--- src/rtl/fifo_rd_framer_if.sv ---
// Pop-side FIFO and downstream valid/ready stream signals of the read framer.
// master = the framer, slave = FIFO plus downstream consumer.
interface fifo_rd_framer_if #(
  parameter int DATA_WIDTH = 8
);
  logic                  fifo_rd_en;
  logic [DATA_WIDTH-1:0] fifo_rd_data;
  logic                  fifo_empty;
  logic                  m_valid;
  logic                  m_ready;
  logic [DATA_WIDTH-1:0] m_data;
  logic                  m_last;

  modport master (
    output fifo_rd_en, m_valid, m_data, m_last,
    input  fifo_rd_data, fifo_empty, m_ready
  );

  modport slave (
    input  fifo_rd_en, m_valid, m_data, m_last,
    output fifo_rd_data, fifo_empty, m_ready
  );
endinterface

--- src/rtl/fifo_rd_framer.sv ---
// Drains a 1-cycle-latency FIFO pop port into a framed valid/ready stream through
// a 3-entry prefetch buffer; m_ready never reaches fifo_rd_en combinationally.
module fifo_rd_framer #(
  parameter int DATA_WIDTH = 8,
  parameter int FRAME_LEN  = 16,
  parameter int FCNT_WIDTH = 16
) (
  input  logic                  clk,
  input  logic                  rst_n,
  fifo_rd_framer_if.master      bus,
  output logic [FCNT_WIDTH-1:0] frame_cnt,
  output logic [1:0]            buf_occ
);

  localparam int IDX_W = (FRAME_LEN > 1) ? $clog2(FRAME_LEN) : 1;
  localparam logic [IDX_W-1:0] LAST_IDX = IDX_W'(FRAME_LEN - 1);

  typedef logic [DATA_WIDTH-1:0] word_t;

  word_t                 buf_q [3];
  word_t                 buf_d [3];
  logic [1:0]            head_q, head_d;
  logic [1:0]            tail_q, tail_d;
  logic [1:0]            occ_q, occ_d;
  logic                  inflight_q, inflight_d;
  logic                  run_q, run_d;
  logic [IDX_W-1:0]      word_idx_q, word_idx_d;
  logic [FCNT_WIDTH-1:0] frame_cnt_q, frame_cnt_d;

  logic pop;
  logic valid;
  logic last;
  logic accept;

  function automatic logic [1:0] ptr_inc(input logic [1:0] p);
    return (p == 2'd2) ? 2'd0 : p + 2'd1;
  endfunction

  // Credit rule: buffered plus in-flight words never exceed the 3 slots.
  always_comb begin
    pop    = run_q & ~bus.fifo_empty & (({1'b0, occ_q} + {2'b00, inflight_q}) <= 3'd2);
    valid  = (occ_q != 2'd0);
    last   = valid & (word_idx_q == LAST_IDX);
    accept = valid & bus.m_ready;
  end

  // NOTE: combinational blocks use blocking '=' with defaults first; only the state register uses '<='.
  always_comb begin
    buf_d       = buf_q;
    head_d      = head_q;
    tail_d      = tail_q;
    occ_d       = occ_q + {1'b0, inflight_q} - {1'b0, accept};
    inflight_d  = pop;
    run_d       = 1'b1;
    word_idx_d  = word_idx_q;
    frame_cnt_d = frame_cnt_q;

    if (inflight_q) begin
      buf_d[tail_q] = bus.fifo_rd_data;
      tail_d        = ptr_inc(tail_q);
    end

    if (accept) begin
      head_d = ptr_inc(head_q);
      if (last) begin
        word_idx_d  = '0;
        frame_cnt_d = frame_cnt_q + FCNT_WIDTH'(1);
      end else begin
        word_idx_d  = word_idx_q + IDX_W'(1);
      end
    end
  end

  // NOTE: the buffer storage is reset too, so m_data reads 0 out of reset instead of X.
  always_ff @(posedge clk or negedge rst_n) begin
    if (!rst_n) begin
      for (int i = 0; i < 3; i++) buf_q[i] <= '0;
      head_q      <= '0;
      tail_q      <= '0;
      occ_q       <= '0;
      inflight_q  <= 1'b0;
      run_q       <= 1'b0;
      word_idx_q  <= '0;
      frame_cnt_q <= '0;
    end else begin
      buf_q       <= buf_d;
      head_q      <= head_d;
      tail_q      <= tail_d;
      occ_q       <= occ_d;
      inflight_q  <= inflight_d;
      run_q       <= run_d;
      word_idx_q  <= word_idx_d;
      frame_cnt_q <= frame_cnt_d;
    end
  end

  assign bus.fifo_rd_en = pop;
  assign bus.m_valid    = valid;
  assign bus.m_data     = buf_q[head_q];
  assign bus.m_last     = last;
  assign frame_cnt      = frame_cnt_q;
  assign buf_occ        = occ_q;

endmodule

--- src/flat_wrapper.sv ---
// flat-port wrapper written by rule: the top's interface ports become plain ports
module fifo_rd_framer_flat 
#(
  parameter int DATA_WIDTH = 8,
  parameter int FRAME_LEN  = 16,
  parameter int FCNT_WIDTH = 16
)
  (clk, rst_n, frame_cnt, buf_occ, bus_fifo_rd_en, bus_m_valid, bus_m_data, bus_m_last, bus_fifo_rd_data, bus_fifo_empty, bus_m_ready);
  fifo_rd_framer_if #(.DATA_WIDTH(DATA_WIDTH)) bus_i ();
  input  logic clk;
  input  logic rst_n;
  output logic [FCNT_WIDTH-1:0] frame_cnt;
  output logic [1:0] buf_occ;
  output wire logic [$bits(bus_i.fifo_rd_en)-1:0] bus_fifo_rd_en;
  output wire logic [$bits(bus_i.m_valid)-1:0] bus_m_valid;
  output wire logic [$bits(bus_i.m_data)-1:0] bus_m_data;
  output wire logic [$bits(bus_i.m_last)-1:0] bus_m_last;
  input wire logic [$bits(bus_i.fifo_rd_data)-1:0] bus_fifo_rd_data;
  input wire logic [$bits(bus_i.fifo_empty)-1:0] bus_fifo_empty;
  input wire logic [$bits(bus_i.m_ready)-1:0] bus_m_ready;
  assign bus_fifo_rd_en = bus_i.fifo_rd_en;
  assign bus_m_valid = bus_i.m_valid;
  assign bus_m_data = bus_i.m_data;
  assign bus_m_last = bus_i.m_last;
  assign bus_i.fifo_rd_data = bus_fifo_rd_data;
  assign bus_i.fifo_empty = bus_fifo_empty;
  assign bus_i.m_ready = bus_m_ready;
  fifo_rd_framer #(.DATA_WIDTH(DATA_WIDTH), .FRAME_LEN(FRAME_LEN), .FCNT_WIDTH(FCNT_WIDTH)) u_core (.clk(clk), .rst_n(rst_n), .bus(bus_i), .frame_cnt(frame_cnt), .buf_occ(buf_occ));
endmodule
--- config.mk ---
export PLATFORM = sky130hd
export DESIGN_NAME = fifo_rd_framer_flat
export DESIGN_NICKNAME = d
export VERILOG_FILES = /design/src/rtl/fifo_rd_framer_if.sv /design/src/rtl/fifo_rd_framer.sv /design/src/flat_wrapper.sv
export SDC_FILE = /design/constraint.sdc
export NUM_CORES = 1
export LEC_CHECK = 0
export ABC_AREA = 1
export CAP_MARGIN = 20
export CORE_MARGIN = 1
export CORE_UTILIZATION = 47
export CTS_CLUSTER_DIAMETER = 60
export CTS_CLUSTER_SIZE = 14
export DETAILED_ROUTE_END_ITERATION = 7
export PLACE_DENSITY = 0.75
export RECOVER_POWER = 25
export SETUP_SLACK_MARGIN = 0.2
export SYNTH_ARGS = -nofsm -noshare
export SYNTH_HDL_FRONTEND = slang
export SYNTH_SLANG_ARGS = --single-unit
--- constraint.sdc ---
create_clock -name clk -period 1.6 [get_ports clk]
set_input_delay 0.32 -clock clk [delete_from_list [all_inputs] [get_ports clk]]
set_output_delay 0.32 -clock clk [all_outputs]
set_load 0.005 [all_outputs]
### Word-level counts from Yosys, hierarchy flattened

Index checks and enable logic that the tools add are counted.

| cells by class | value |
|---|---|
| add/sub/neg operators | 7 |
| order comparisons | 4 |
| equal/unequal tests | 3 |
| multiplexer cells | 9 |
| bitwise logic cells | 7 |
| reduce and logical (&&, ||, !) cells | 3 |

Operator list:

| kind | number |
|---|---|
| 24-bit bitwise mux | 1 |
| 8-bit two-way mux | 3 |
| 16-bit by 1-bit adder with 16-bit output (second input constant) | 1 |
| 8-bit binary-select mux with 2-bit select | 1 |
| 8-bit demux with 2-bit select | 1 |
| 3-bit >= comparator (second input constant) | 2 |
| 2-bit inverter with 3-bit output | 2 |
| 2-bit by 1-bit adder with 2-bit output (second input constant) | 2 |
| 4-bit by 1-bit adder with 4-bit output (second input constant) | 1 |
| 1-bit AND | 4 |
| 2-bit == test (second input constant) | 2 |
| 4-bit == test (second input constant) | 1 |
| 2-bit two-way mux | 2 |
| 4-bit two-way mux | 1 |
| 2-bit by 1-bit adder with 3-bit output | 1 |
| 3-bit by 2-bit <= comparator with 1-bit output (second input constant) | 1 |
| 3-bit by 1-bit < comparator with 1-bit output (second input constant) | 1 |
| 2-bit by 1-bit adder with 2-bit output | 1 |
| 2-bit AND reduction | 1 |
| 2-bit nonzero test | 1 |
| 2-bit by 1-bit subtractor with 2-bit output | 1 |
| 1-bit logical AND | 1 |
| 1-bit inverter | 1 |

| word-level totals | value |
|---|---|
| register bits | 52 |
| bits of input ports | 12 |
| output and inout port bits | 29 |

### Depth between registers and ports, before layout

Gate-level depths: netlist (run 1).

| depth | value |
|---|---|
| word-level depth | 6 |
| gate-level depth with buffers | 9 |
| gate-level depth less buffers | 9 |

### Worst setup path before layout (run 1)

OpenSTA, ideal clock, no wires.

| timing | value |
|---|---|
| path kind | register -> register |
| start point | register u_core.occ_q[0] (netlist: u_core.buf_occ[0]) |
| end point | register u_core.occ_q[1] (netlist: u_core.buf_occ[1]) |
| setup time | 129 ps |
| arrival | 1427 ps |
| data required time | 1471 ps |
| setup slack | 44 ps |
| stages on the path, launching flop included | 8 |
| buffers on the path | 0 |
| path through | dfrtp_1 -> nor2_1 -> nor2_4 -> ha_1 -> inv_1 -> ha_1 -> xnor2_1 -> xor2_1 |

| between the ends | value |
|---|---|
| cells in the longest elaborated chain, start to end | 3 |
| elaborated cells on any way between the ends | 4 |
| those cells by class | add/sub (2); bitwise (1); reduce/logical (1) |

Ends and longest elaborated chain:

| what | line | source |
|---|---|---|
| start, declared | fifo_rd_framer.sv:24 | `logic [1:0] occ_q, occ_d;` |
| start signal, assigned | fifo_rd_framer.sv:80 | `occ_q <= '0;` |
| start signal, assigned | fifo_rd_framer.sv:89 | `occ_q <= occ_d;` |
| 2-bit nonzero test | fifo_rd_framer.sv:42 | `valid = (occ_q != 2'd0);` |
| 1-bit AND | fifo_rd_framer.sv:44 | `accept = valid & bus.m_ready;` |
| named net u_core.accept | fifo_rd_framer.sv:33 | `logic accept;` |
| 2-bit by 1-bit subtractor with 2-bit output | fifo_rd_framer.sv:52 | `occ_d = occ_q + {1'b0, inflight_q} - {1'b0, accept};` |
| named net u_core.occ_d[1] | fifo_rd_framer.sv:24 |  |

The timed path passes the listed nets, and every way through them passes these cells.
A chain may end at the register's enable or synchronous reset.

### Worst setup path in the final report (run 1)

| timing | value |
|---|---|
| start point | register u_core.occ_q[0] (netlist: u_core.buf_occ[0]) |
| end point | output bus_fifo_rd_en |

| between the ends | value |
|---|---|
| cells in the longest elaborated chain, start to end | 3 |

Ends and longest elaborated chain:

| what | line | source |
|---|---|---|
| 2-bit by 1-bit adder with 3-bit output | fifo_rd_framer.sv:41 | `pop = run_q & ~bus.fifo_empty & (({1'b0, occ_q} + {2'b00, inflight_q}) <= 3'd2);` |
| 3-bit by 2-bit <= comparator with 1-bit output | fifo_rd_framer.sv:41 |  |
| 1-bit AND | fifo_rd_framer.sv:41 |  |
| end, declared | flat_wrapper.sv:14 | `output wire logic [$bits(bus_i.fifo_rd_en)-1:0] bus_fifo_rd_en;` |

Every way passes these cells.

==> results by group, run 1 <==
Run status
  – Violated checks: negative setup slack
  – Status: finished, violations left

Critical path
  – CP dominant cell by count: inv_2
  – Crit path max-delay cell type: dfrtp_1
  – Peak fanout along the critical path: 2
  – CP arrival: between 1.5 and 2 ns
  – Critical-path cell list: ha_2, inv_2, ha_4, inv_2, nor3_2, o21ai_1, nor2_1, buf_2
  – Capturing element type of the critical path: output port
  – Critical path's largest stage delay: roughly 0.37 ns
  – Critical Path Source Type: flip-flop
  – Worst Path Required: about 1.3 ns
  – Crit path kind: reg -> out

Layout
  – Post-layout util: 0.7400
  – Antenna Cells: 0
  – Most common cell after layout, fill and taps aside: nand2_1
  – FF+latch area: 1305 um2
  – Most frequent cells in the layout: nand2_1 (66), dfrtp_1 (49), buf_4 (32)
  – Nets@finish: just under 400
  – Area of the multi-input gates: 1205 um2
  – Synth-to-Final Area Change: 49.08%
  – Fillers: 362
  – Share of cells above drive strength 1: 0.3597

Floorplan
  – Top Ports: 41
  – Die Y: approximately 73 um
  – Rows: 25
  – Initial core utilization: 0.4964
  – Die ar.: 5377 um2
  – Core area: slightly below 5000 um2
  – Die width: between 70 and 80 um

Global routing
  – Total global-route track usage: 0.2267
  – Grt ovf: 0
  – Largest net degree at the start of global routing: 53
  – First-pass GRT wire length: between 9000 and 10,000 um
  – Vias in the first global route: around 2,100
  – Initial antenna violation count: 0

Yosys
  – Ranking of synthesized cells by area: dfrtp_1 (54%), nand2_1 (14%), o21ai_0 (6.3%)
  – Syn nets: 290
  – Cells after Synth: approximately 270
  – Post-synth top area share: 0.5442
  – Post-synth top area cell: dfrtp_1
  – Register area share after synthesis: 0.5442
  – Syn avg cell area: about 8.8 um2
  – Yosys reg bits: 52
  – Post-synthesis cell type count: 20
  – Post-Synthesis Cell Area: 2391 um2
  – Yosys warning count: 0

STA
  – Slew Limit Fails: 0
  – FMAX: roughly 0.5 GHz
  – Worst hold slack: ~0.43 ns
  – Final setup violating endpoints: 12
  – Clock Skews: roughly 0.011 ns
  – Crit path time final: 1.945 ns
  – RSZ-0062 raised after global routing: yes
  – Final worst slack: -0.3451 ns
  – Hold Vio Cnt, Final: 0
  – Measured slew at the worst slew-check pin: ~0.7 ns
  – Max transition margin: 0.5231
  – Final Cycle Share: 1.216

Power and ir drop
  – Leak Pwr: 1.895 nW
  – Power density over the cells: between 1500 and 2000 nW/um2
  – Peak supply drop: ~1.1 mV

Route
  – Drt initial violations: ~130
  – Post-DRT Antenna Nets: 0
  – Via/cell ratio: 4.940
  – Total Wirelength: ~5600 um
  – Drt drc: 0
  – Via count: roughly 2,100
  – First drt pass iteration count: 5
  – Routed WL per cell: about 13 um

Placement
  – HPWL Detailed: ~3200 um
  – GPL Wtd Cong: ~0.78
  – # port buffers: 40
  – Place WS: -0.4296 ns

Clocking
  – Clk buf depth: 2
  – Root Buffer Master: clkbuf_8
  – Htree depth: 2
  – Clock Sinks: 52
  – Worst-Skew Late Latency: 0.32 ns
  – Clock slew seen by the registers of the worst setup and hold paths: 0.10 ns
  – CTS tree: done
  – Num CTS Buffers: 5

Hold path
  – Hold/Removal Path Class: in -> reg

Job
  – Max_cap viols: 0
timing repair:
item	CTS	global route
hold buffers	1	0
endpoints found under the setup margin	37	27
resized for setup	107	47
pin swaps	16	20
setup buffers	27	5
endpoints found under the hold margin	43	0
metrics by stage:
| step | total power, mW | TNS [ns] | cell area (um2) | cells |
|---|---|---|---|---|
| finish | 5.557 | -1.252 | 3565 | 434 |
| global route | 5.924 | -1.953 | 3565 | 434 |
| CTS | 5.146 | -1.086 | 3367 | 429 |
| detailed placement | 4.105 | -1.665 | 3009 | 393 |
| global placement | 4.052 | -1.346 | 3009 | 393 |
| floorplan | 3.037 | 0 | 2394 | 271 |
final timing paths:
check / slack [ns] / depth (start not counted) / startpoint / endpoint
setup / recovery: -0.35 / 8 / u_core.buf_occ[0] / bus_fifo_rd_en
hold / removal: 0.43 / 5 / bus_m_ready / u_core.frame_cnt[1]
setup reg to reg: -0.06 / 9 / u_core.buf_occ[0] / u_core.buf_occ[1]
hold reg to reg: 0.49 / 2 / u_core.buf_q[18] / u_core.buf_q[18]
max in group asynchronous: 0.39 / 3 / rst_n / u_core.frame_cnt[10]
min in group asynchronous: 0.70 / 3 / rst_n / u_core.word_idx_q[3]
synthesized netlist by cell type, drive strengths merged:
| cell | n |
|---|---|
| dfrtp | 52 |
| nand3 | 18 |
| nor3 | 3 |
| clkinv | 1 |
| clkbuf | 3 |
| xnor2 | 9 |
| nand2 | 89 |
| nor2 | 19 |
| inv | 27 |
| ha | 7 |
| o21a | 1 |
| xor2 | 6 |
| o21ai | 30 |
| a21oi | 1 |
| nand4 | 4 |
| conb | 1 |
flip-flops by register name, indices dropped and copies added, names as in the netlist:
register,flops
u_core.inflight_q,1
u_core.tail_q,2
u_core.word_idx_q,4
u_core.buf_occ,2
u_core.head_q,2
u_core.buf_q,24
u_core.frame_cnt,16
u_core.run_q,1
cells by family after synthesis:
family          synth area share
buf+inv                  0.04919
simple gates              0.2454
fa+ha+maj                0.03663
compound gates           0.06802
xor+xnor                 0.05495
other cells             0.001568
flops                     0.5442
final cells by class:
class                   count  area share
flip-flops and latches     52      0.3661
multi-input cells         188      0.3380
repair buffers             91      0.2155
inverters                  28     0.03159
well taps                  67     0.02352
clock buffers               5     0.01931
clock inverters             3    0.005967
worst max-delay path, delay by kind of cell (launching register included):
family / cells / cell delay [ns]
compound gates: 1 / 0.07
fa+ha+maj: 2 / 0.45
buf+inv: 3 / 0.21
flops: 1 / 0.37
simple gates: 2 / 0.21
report_power, final:
group          switching [mW]  leakage [nW]  internal (mW)  total [mW]
logic                    1.27          1.22           1.39        2.66
clock network           0.466        0.0445          0.311       0.777
registers               0.341         0.634           1.78        2.13
per-layer routing:
layer,up-vias,global-route usage,share of wire
li1,1050,-,-
met1,1022,0.2668,0.41
met2,63,0.4053,0.53
met3,9,0.06310,0.039
met4,0,0.06410,0.018
met5,-,0,0
Power figures use the tool's default switching activity.
==> run 2, diff against run 1 <==
--- a/config.mk
+++ b/config.mk
@@ -9,7 +9,6 @@
 export CAP_MARGIN = 20
 export CORE_MARGIN = 1
 export CORE_UTILIZATION = 47
-export CTS_CLUSTER_DIAMETER = 60
 export CTS_CLUSTER_SIZE = 14
 export DETAILED_ROUTE_END_ITERATION = 7
 export PLACE_DENSITY = 0.75
==> results of run 2 <==
The final DEF is identical to that of run 1; final timing and power are the same.
==> run 3, diff against run 2 <==
--- a/config.mk
+++ b/config.mk
@@ -7,13 +7,14 @@
 export LEC_CHECK = 0
 export ABC_AREA = 1
 export CAP_MARGIN = 20
-export CORE_MARGIN = 1
+export CORE_MARGIN = 1.5
 export CORE_UTILIZATION = 47
 export CTS_CLUSTER_SIZE = 14
 export DETAILED_ROUTE_END_ITERATION = 7
 export PLACE_DENSITY = 0.75
 export RECOVER_POWER = 25
 export SETUP_SLACK_MARGIN = 0.2
+export SKIP_LAST_GASP = 1
 export SYNTH_ARGS = -nofsm -noshare
 export SYNTH_HDL_FRONTEND = slang
 export SYNTH_SLANG_ARGS = --single-unit
==> constraint.sdc (replaced) <==
create_clock -name clk -period 1.7 [get_ports clk]
set_input_delay 0.34 -clock clk [delete_from_list [all_inputs] [get_ports clk]]
set_output_delay 0.34 -clock clk [all_outputs]
set_load 0.005 [all_outputs]
==> results by group, run 3 (synthesized netlist as in run 1, its figures left out) <==
Clocking
  – Htree depth: 2
  – Clk buf depth: 2
  – Root Buffer Master: clkbuf_8
  – # hold bufs at CTS: 0
  – Num CTS Buffers: 5
  – Clock Sinks: 52
  – CTS tree: done
  – Clock slew seen by the registers of the worst setup and hold paths: ~0.090 ns
  – Worst-Skew Late Latency: just over 0.3 ns

Power and ir drop
  – Leak Pwr: around 2.0 nW
  – Power density over the cells: approximately 1600 nW/um2
  – Peak supply drop: roughly 1.1 mV

Global routing
  – GR Util met3: 0.04065
  – Met2 usage: 0.3710
  – Vias in the first global route: 2,064
  – Initial antenna violation count: 0
  – First-pass GRT wire length: between 9000 and 10,000 um
  – Busiest grt layer: met2
  – Largest net degree at the start of global routing: 53
  – Total global-route track usage: 0.2120
  – Grt ovf: 0
  – Grt met1 use: 0.2721

Run status
  – Status: finished, violations left
  – Violated checks: negative setup slack

Route
  – Routed WL per cell: approximately 13 um
  – Total Wirelength: a little under 6000 um
  – Drt initial violations: roughly 150
  – First drt pass iteration count: 4
  – Via count: roughly 2,200
  – Via/cell ratio: approximately 4.9
  – Post-DRT Antenna Nets: 0
  – Drt drc: 0

Critical path
  – Critical path's largest stage delay: around 0.36 ns
  – Peak fanout along the critical path: 2
  – Crit path max-delay cell type: dfrtp_1
  – Cell family with most CP delay: adder cells
  – Crit path kind: reg -> out
  – Critical Path Source Type: flip-flop
  – CP arrival: 1.62 ns
  – CP dominant cell by count: inv_2
  – CP bufs+invs: 3
  – Critical-path cell list: ha_2, inv_2, ha_4, inv_2, nor3_2, o21ai_1, nor2_1, buf_2
  – Worst Path Required: around 1.4 ns
  – Capturing element type of the critical path: output port

Placement
  – GPL Wtd Cong: 0.8079
  – Area after DPL: ~3000 um2
  – # placed instances: between 300 and 400
  – HPWL Detailed: 3246 um
  – # port buffers: 40
  – Place WS: -0.3310 ns

Floorplan
  – Core area: 4817 um2
  – Rows: 25
  – Die width: 74.33 um
  – Die ar.: about 5500 um2
  – Top Ports: between 40 and 50
  – Initial core utilization: 0.4964
  – Die Y: around 74 um

Job
  – Max_cap viols: 0

Layout
  – Most frequent cells in the layout: nand2_1 (66), dfrtp_1 (51), buf_4 (31)
  – Fillers: 342
  – Most common cell after layout, fill and taps aside: nand2_1
  – Non-Filler Instances: about 440
  – Synth-to-Final Area Change: 52.80%
  – Nets@finish: 387
  – Share of cells above drive strength 1: 0.3523
  – Design area: between 3000 and 4000 um2
  – Largest register FFs: 24
  – Antenna Cells: 0
  – Largest Register: u_core.buf_q

STA
  – Max transition margin: 0.1549
  – RSZ-0062 raised after global routing: yes
  – Final Cycle Share: 1.153
  – Final setup violating endpoints: 10
  – Crit path time final: 1.961 ns
  – FMAX: 0.5100 GHz
  – Setup TNS: -0.7718 ns
  – Slew Limit Fails: 0
  – Clock Skews: approximately 0.0045 ns
  – Final worst slack: -0.2607 ns
  – Hold Vio Cnt, Final: 0
  – Measured slew at the worst slew-check pin: roughly 1.3 ns

Hold path
  – Hold/Removal Path Class: in -> async
## run 3: cell count changes in the layout (fill, tap and decap cells not counted), sizes merged, moves of 2 or more
cell,before,now
buf,62,64
clkbuf,7,9
dlygate4sd2,16,10
dlymetal6s2s,1,7
## run 3: repair_timing
item,4_1_cts,5_1_grt
gates resized for setup,96,53
setup buffers,28,8
pin swaps,19,12
setup endpoints to repair,30,42
## run 3: path summary, 6_finish.rpt
path                       slack [ns]                    to  cells past startpoint               from
setup / recovery                -0.26        bus_fifo_rd_en                      8  u_core.buf_occ[0]
hold / removal                   0.38  u_core.word_idx_q[3]                      2              rst_n
setup reg to reg                -0.06     u_core.buf_occ[1]                     10  u_core.buf_occ[0]
hold reg to reg                  0.50       u_core.buf_q[1]                      2    u_core.buf_q[1]
max in group asynchronous        0.49   u_core.frame_cnt[8]                      2              rst_n
min in group clk                 0.50       u_core.buf_q[1]                      2    u_core.buf_q[1]
## run 3: stage by stage
step	power (mW)	hold WS, ns	utilization
2_1_floorplan	2.858	0.04441	-
3_3_place_gp	3.811	0.3540	0.6231
3_5_place_dp	3.862	0.3527	0.6231
4_1_cts	5.196	0.01961	0.7073
5_1_grt	6.161	0.4776	0.7584
6_report	5.798	0.3792	0.7584
## run 3: worst reg2reg max path, delay by kind of cell, from the launching register on
family / cells / cell delay, ns
buffers and inverters: 4 / 0.40
and+or+nand+nor: 2 / 0.18
xor gates and xnor gates: 2 / 0.28
DFF: 1 / 0.39
adders and majority gates: 2 / 0.40
## run 3: report_power, final
group / internal (mW) / leakage, nW / switching, mW / total [mW]
clock: 0.520 / 0.0645 / 0.412 / 0.932
combinational: 1.47 / 1.29 / 1.36 / 2.83
sequential: 1.68 / 0.637 / 0.359 / 2.04
total: 3.67 / 1.99 / 2.13 / 5.80
## run 3: routing by layer
layer | vias to the layer above | share of wire
met1 | 1041 | 0.42
met3 | 11 | 0.036
met5 | - | 0
met4 | 0 | 0.020
li1 | 1048 | -
met2 | 57 | 0.52
## run 3: cell type report
type / count / area [um2] / area share
Inverter: 28 / 113.9 / 0.03116
Multi-Input combinational cell: 188 / 1204 / 0.3295
Clock inverter: 1 / 30.03 / 0.008219
Tap cell: 67 / 83.83 / 0.02295
Sequential cell: 52 / 1303 / 0.3565
Clock buffer: 7 / 96.34 / 0.02637
Timing Repair Buffer: 93 / 823.3 / 0.2253
